`src/rtl/unit_sqr_if.sv`:
```
// Handshake bundle for the squarer: f in on the request side, e/ovf out on the result side.
// Latency and backpressure are set by the attached unit_sqr instance.
// master drives requests and result-ready; slave is the squarer itself.
interface unit_sqr_if #(
    parameter int FW = 17,
    parameter int EW = 31
);
    logic          in_valid;
    logic          in_ready;
    logic [FW-1:0] f;
    logic          out_valid;
    logic          out_ready;
    logic [EW-1:0] e;
    logic          ovf;

    modport master (
        output in_valid, f, out_ready,
        input  in_ready, out_valid, e, ovf
    );

    modport slave (
        input  in_valid, f, out_ready,
        output in_ready, out_valid, e, ovf
    );
endinterface

```
`src/rtl/unit_sqr.sv`:
```
// Iterative shift-add squarer: UQ4.13 f -> UQ7.24 e = f^2, saturating with ovf when f^2 >= 128.
// Latency: accept edge + 17 CALC edges, result held in DONE; one result per 19 cycles at best.
// Backpressure: DONE holds e/ovf until out_ready; in_ready is high only in IDLE.
module unit_sqr #(
    parameter int FW  = 17,
    parameter int EW  = 31,
    parameter int SHR = 2
) (
    input  logic        clk,
    input  logic        rst,
    unit_sqr_if.slave   sq_if
);
    localparam int AW = 2 * FW;
    localparam int CW = $clog2(FW);
    localparam logic [CW-1:0] LAST = CW'(FW - 1);

    typedef enum logic [1:0] {IDLE, CALC, DONE} state_t;

    state_t        state, state_nxt;
    logic [CW-1:0] count;
    logic [FW-1:0] mcand;
    logic [FW-1:0] mplier;
    logic [AW-1:0] acc;
    logic [AW-1:0] addend;
    logic [AW-1:0] acc_nxt;
    logic [EW-1:0] e_q;
    logic          ovf_q;

    always_comb begin
        state_nxt = state;
        unique case (state)
            IDLE:    if (sq_if.in_valid)     state_nxt = CALC;
            CALC:    if (count == LAST)      state_nxt = DONE;
            DONE:    if (sq_if.out_ready)    state_nxt = IDLE;
            default:                         state_nxt = IDLE;
        endcase
    end

    always_comb begin
        addend  = '0;
        if (mplier[count])
            addend = {{FW{1'b0}}, mcand} << count;
        acc_nxt = acc + addend;
    end

    always_ff @(posedge clk) begin
        if (rst) begin
            state  <= IDLE;
            count  <= '0;
            mcand  <= '0;
            mplier <= '0;
            acc    <= '0;
            e_q    <= '0;
            ovf_q  <= 1'b0;
        end else begin
            state <= state_nxt;
            unique case (state)
                IDLE: begin
                    if (sq_if.in_valid) begin
                        mcand  <= sq_if.f;
                        mplier <= sq_if.f;
                        acc    <= '0;
                        count  <= '0;
                    end
                end
                CALC: begin
                    acc   <= acc_nxt;
                    count <= count + 1'b1;
                    // Result is registered off the final partial sum so it is ready on DONE entry.
                    if (count == LAST) begin
                        ovf_q <= acc_nxt[AW-1];
                        e_q   <= acc_nxt[AW-1] ? {EW{1'b1}} : acc_nxt[EW+SHR-1:SHR];
                    end
                end
                default: ;
            endcase
        end
    end

    assign sq_if.in_ready  = (state == IDLE);
    assign sq_if.out_valid = (state == DONE);
    assign sq_if.e         = e_q;
    assign sq_if.ovf       = ovf_q;
endmodule

```
`src/flat_wrapper.sv`:
```
// flat-port wrapper written by rule: the top's interface ports become plain ports
module unit_sqr_flat 
#(
    parameter int FW  = 17,
    parameter int EW  = 31,
    parameter int SHR = 2
)
  (clk, rst, sq_if_in_valid, sq_if_f, sq_if_out_ready, sq_if_in_ready, sq_if_out_valid, sq_if_e, sq_if_ovf);
  unit_sqr_if #(.FW(FW), .EW(EW)) sq_if_i ();
  input  logic clk;
  input  logic rst;
  input wire logic [$bits(sq_if_i.in_valid)-1:0] sq_if_in_valid;
  input wire logic [$bits(sq_if_i.f)-1:0] sq_if_f;
  input wire logic [$bits(sq_if_i.out_ready)-1:0] sq_if_out_ready;
  output wire logic [$bits(sq_if_i.in_ready)-1:0] sq_if_in_ready;
  output wire logic [$bits(sq_if_i.out_valid)-1:0] sq_if_out_valid;
  output wire logic [$bits(sq_if_i.e)-1:0] sq_if_e;
  output wire logic [$bits(sq_if_i.ovf)-1:0] sq_if_ovf;
  assign sq_if_i.in_valid = sq_if_in_valid;
  assign sq_if_i.f = sq_if_f;
  assign sq_if_i.out_ready = sq_if_out_ready;
  assign sq_if_in_ready = sq_if_i.in_ready;
  assign sq_if_out_valid = sq_if_i.out_valid;
  assign sq_if_e = sq_if_i.e;
  assign sq_if_ovf = sq_if_i.ovf;
  unit_sqr #(.FW(FW), .EW(EW), .SHR(SHR)) u_core (.clk(clk), .rst(rst), .sq_if(sq_if_i));
endmodule
```
`config.mk`:
```
export PLATFORM = sky130hd
export DESIGN_NAME = unit_sqr_flat
export DESIGN_NICKNAME = d
export VERILOG_FILES = /design/src/rtl/unit_sqr_if.sv /design/src/rtl/unit_sqr.sv /design/src/flat_wrapper.sv
export SDC_FILE = /design/constraint.sdc
export NUM_CORES = 1
export LEC_CHECK = 0
export BUFFER_PORTS_ARGS = -buffer_cell sky130_fd_sc_hd__buf_2
export CAP_MARGIN = 20
export CORE_ASPECT_RATIO = 1.25
export CORE_MARGIN = 4
export CORE_UTILIZATION = 44
export CTS_CLUSTER_DIAMETER = 200
export DETAILED_ROUTE_END_ITERATION = 8
export PLACE_DENSITY_LB_ADDON = 0.08
export REMOVE_ABC_BUFFERS = 1
export SLEW_MARGIN = 20
export SYNTH_ARGS = -nofsm -noshare
export SYNTH_HDL_FRONTEND = slang
export SYNTH_SLANG_ARGS = --single-unit
```
`constraint.sdc`:
```
create_clock -name clk -period 8.15 [get_ports clk]
set_clock_uncertainty 0.05 [all_clocks]
set_input_delay 0.815 -clock clk [delete_from_list [all_inputs] [get_ports clk]]
set_output_delay 0.815 -clock clk [all_outputs]
set_load 0.005 [all_outputs]
```
### Yosys cells after proc, flatten, opt, wreduce, memory -nomap -nowiden

Index checks and enable logic that the tools add are counted.

* register bits after elaboration: 90
* logic and storage cells: 34
* input bits: 21

* magnitude comparators: 1
* multiplexer cells: 12
* shifts and indexed selects: 1
* reductions and logical operators: 6
* equal/unequal tests: 6
* add/subtract/negate cells: 2

Operator list (count)
* two-way mux 34 bit: 2
* case mux 34 bit (2 select lines): 1
* adder 34 bit: 1
* left shift 17 x 5 -> 34 bit: 1
* two-way mux 31 bit: 1
* case mux 5 bit (2 select lines): 1
* < comparator 5 x 6 -> 1 bit (second input constant): 1
* two-way mux 2 bit: 3
* case mux 2 bit (3 select lines): 1
* AND reduction 2 bit: 3
* adder 5 x 1 -> 5 bit (second input constant): 1
* binary-select mux 1 bit (select 5 bit): 1
* == test 5 bit (second input constant): 1
* two-way mux 5 bit: 1
* inequality test 2 bit (second input constant): 2
* AND reduction 3 bit: 1
* == test 2 x 1 -> 1 bit (second input constant): 1
* == test 2 bit (second input constant): 1
* zero test 2 bit: 1
* inequality test 2 x 1 -> 1 bit (second input constant): 1
* nonzero test 2 bit: 1
* two-way mux 1 bit: 1

### Depth between registers and ports, before layout

* depth after elaboration: 5
* mapped depth: 23
* gate-level depth less buffers: 19

### Worst setup path before layout

Ideal clock, no wire load.

* path kind: register to register
* start point: register u_core.count[0]
* end point: register u_core.e_q[10] (netlist: u_core.sq_if.e[10])
* slack: 4.137 ns
* arrival: 3.882 ns
* data required time: 8.019 ns
* buffers on the path: 3
* stages on the path, launching flop included: 18
* cell sequence: dfxtp_1 -> buf_2 -> mux4_2 -> mux4_2 -> a21oi_2 -> o32ai_1 -> ha_1 -> buf_2 -> a21oi_1 -> o21ai_1 -> or2_2 -> nor3_1 -> o21ai_1 -> nand2_1 -> a21oi_2 -> o211a_4 -> buf_6 -> a211oi_2

* cells in the longest elaborated chain, start to end: 5
* elaborated cells on any way between the ends: 8

RTL lines
* start, declared: RTL line unit_sqr.sv:20 `logic [CW-1:0] count;`
* start signal, assigned: RTL line unit_sqr.sv:68 `count <= count + 1'b1;`
* binary-select mux 1 bit (select 5 bit): RTL line unit_sqr.sv:41 `if (mplier[count])`
* two-way mux 1 bit (implied by the code): RTL line unit_sqr.sv:41
* two-way mux 34 bit: RTL line unit_sqr.sv:41
* adder 34 bit: RTL line unit_sqr.sv:43 `acc_nxt = acc + addend;`
* two-way mux 31 bit: RTL line unit_sqr.sv:72 `e_q <= acc_nxt[AW-1] ? {EW{1'b1}} : acc_nxt[EW+SHR-1:SHR];`
* end signal, assigned: RTL line unit_sqr.sv:72
* end, declared: RTL line unit_sqr.sv:26 `logic [EW-1:0] e_q;`

Parallel ways exist; a longest one is shown, timed or not. The select of a mux whose other input is x is not followed.
A chain may end at the register's enable or synchronous reset.

### Final worst setup path

* start point: register u_core.count[3]
* end point: register u_core.e_q[0] (netlist: u_core.sq_if.e[0])

The elaborated chain is that of the path after synthesis.

==> flow_metrics.tcl <==
set metrics [dict create \
    outcome "completed" \
    wirelength_um 18000 \
    synth_compound_area_frac 0.274 \
    root_buffer "clkbuf_16" \
    syn_area_per_cell_um2 7.78 \
    final_cells 1026 \
    core_area_um2 14300 \
    cts_sinks 90 \
    crit_fanout 32 \
    setup_viol 0 \
    synth_adder_area_share 0.0711 \
    die_h_um 143 \
    slowest_stage "dfxtp_1" \
    remaining_drc_errors 0 \
    numCtsBuffers 9 \
    ant_nets 0 \
    start_util 0.449 \
    htreeDepth 3 \
    ctsResizeCount 0 \
    cpPeakStageDelay_ns 0.81 \
    arrival_ns 5.21 \
    area_growth_pct 9.69 \
    fin_crit_ns 5.07 \
    drv_slew 0 \
    synth_edf_count 0 \
    die_width_um 116 \
    fmax_mhz 197 \
    ir_drop_uv 105 \
    port_buffers 54 \
    ys.warnings.count 0 \
    synth_top_family_by_area "compound AO/OA/AOI/OAI gates" \
    drive_above_1_share 0.165 \
    syn-cell-area_um2 6440 \
    synthCells 828 \
    hpwl_um 13300 \
    final.setup.tns_ns 0 \
    synth-seq-cells 90 \
    first_global_vias 5733 \
    yosys-mux-area-fraction 0.0695 \
    tightest_slew_ns 1.07 \
    drt-initial-drc-count 368 \
    final_hold_viol_count 0 \
    critical_path_class "flop to flop" \
    grt_pass1_wl_um 29200 \
    synth_xor_area_frac 0.0394 \
    drtPass1Iterations 4 \
    cts-hold-fix-buffers 0 \
    gp_congestion 0.938 \
    wl_per_cell_um 17.5 \
    startpoint_type "flop" \
    cap_violations 0 \
    nNetsFinal 900 \
    yosysSeqAreaShare 0.280 \
    crit_chain "inv_1 > or4_1 > o22ai_1 > ha_1 > a21o_1 > a21o_1 > a21oi_1 > o21ai_0 > o21ai_0 > a21oi_1 > nor3_1 > o211a_4 > a211oi_1" \
    layout_common_cells "nor2_1 (136), dfxtp_1 (89), nand2_1 (83), a21oi_1 (77), buf_2 (53)" \
    leakagePower_nw 2.86 \
    grt_overflow 0 \
    cts.path.max_buffers 2 \
    postLayoutCoreUtil 0.493 \
    cp.required_ns 8.30 \
    num_rows 49 \
    synth_cell_type_count 70 \
    setup_ws_ns 3.08 \
    path_clk_slew_ns 0.06 \
    dieArea_um2 16700 \
    place_ws_ns 2.79 \
    clock_latency_ns 0.35 \
    final_common_cell "nor2_1" \
    rsz0062_at_grt "false" \
    hold_class "flop to flop" \
    placed_cells 1010 \
    synthSimpleGateAreaFrac 0.220 \
    num_vias 5984 \
    cp-end-kind "flop" \
    grt_max_degree 94 \
    io_pins 55 \
    synth-main-ff-cell "dfxtp_1" \
    relSlewSlack 0.283 \
    period_share 0.622 \
    p_per_area_nw_per_um2 144 \
    post_cts_buffers 0 \
    fillCellCount 1440 \
    tritoncts "yes" \
    grtUsageTotal 0.222 \
    vias_per_cell 5.83 \
    n_antenna_cell 0 \
    async_reset_ff_frac 0 \
    antenna_found_initial 0 \
]
[metrics by stage]
| step | power [mW] | cell area, um^2 | hold WS (ns) |
|---|---|---|---|
| after global placement | 0.573 | 6740 | 0.410 |
| after floorplan | 0.531 | 6210 | 0.396 |
| after CTS | 1.03 | 7060 | 0.427 |
| final | 1.02 | 7070 | 0.425 |
| after global routing | 1.06 | 7070 | 0.451 |
| after detailed placement | 0.575 | 6740 | 0.418 |
[critical path, delay by kind of cell, from the launching register on]
kind | cells | cell delay [ns]
AOI/OAI and AO/OA | 9 | 2.18
adders and majority gates | 1 | 0.37
buffers and inverters | 1 | 0.47
DFF | 1 | 0.81
and+or+nand+nor | 2 | 1.01
[cell families (layout without fill, tap and decap cells)]
group	Yosys count	count (layout)
buffers and inverters	73	93
muxes	37	37
adders and majority gates	36	36
AOI/OAI and AO/OA	244	244
DFF	90	90
xor gates and xnor gates	29	29
and+or+nand+nor	319	319
[layer usage]
layer  GRT usage  wire, um  part of all wire  vias to the layer above
met1       0.268      7830              0.44                     2834
met2       0.386      9010              0.50                      126
met3      0.0356       617             0.034                       34
met4      0.0916       531             0.030                        0
met5           0         0                 0                        -
li1            -         -                 -                     2990
[Yosys cell counts, types with 8 or more instances]
cell      instances  share of area
nor2b_1          16          0.016
xnor2_1          12          0.016
clkbuf_1         42          0.024
a21oi_1          77          0.060
nand2_1          83          0.048
dfxtp_1          90           0.28
inv_1            18          0.010
a31oi_1          16          0.016
nand3_1          28          0.022
o21ai_0          31          0.024
o22ai_1           9         0.0087
mux2_2           12          0.021
nor3_1           13          0.010
ha_1             35          0.068
o21ai_1           8         0.0062
a211oi_2         31          0.060
nand4_1          11          0.011
nor2_1          137          0.080
mux2i_1          20          0.031
xor2_1           17          0.023
a21o_1           18          0.021
[report_power, final]
part / switching, mW / total [mW] / internal, mW
Clock: 0.178 / 0.455 / 0.277
Combinational: 0.0725 / 0.107 / 0.0345
Sequential: 0.0118 / 0.458 / 0.447
[registers in the layout (all words and copies together), names as in the netlist]
name and cells:
u_core.acc 34, u_core.count 5, u_core.mcand 17, u_core.sq_if.e 31
u_core.sq_if.ovf 1, u_core.state 2
[final timing paths]
kind	to	slack, ns	cells past startpoint	startpoint
max	u_core.sq_if.e[0]	3.08	13	u_core.count[3]
min reg2reg	u_core.acc[21]	0.42	2	u_core.acc[21]
min	u_core.acc[21]	0.42	2	u_core.acc[21]
max reg2reg	u_core.sq_if.e[0]	3.08	13	u_core.count[3]
[cell type report]
class | count | area [um^2] | area share
Multi-Input combinational cell | 665 | 4340 | 0.614
Sequential cell | 90 | 1800 | 0.255
Timing Repair Buffer | 58 | 307 | 0.0434
Clock buffer | 12 | 246 | 0.0349
Tap cell | 178 | 223 | 0.0315
Clock inverter | 4 | 75.1 | 0.0106
Inverter | 19 | 71.3 | 0.0101
Power figures use the tool's default switching activity.
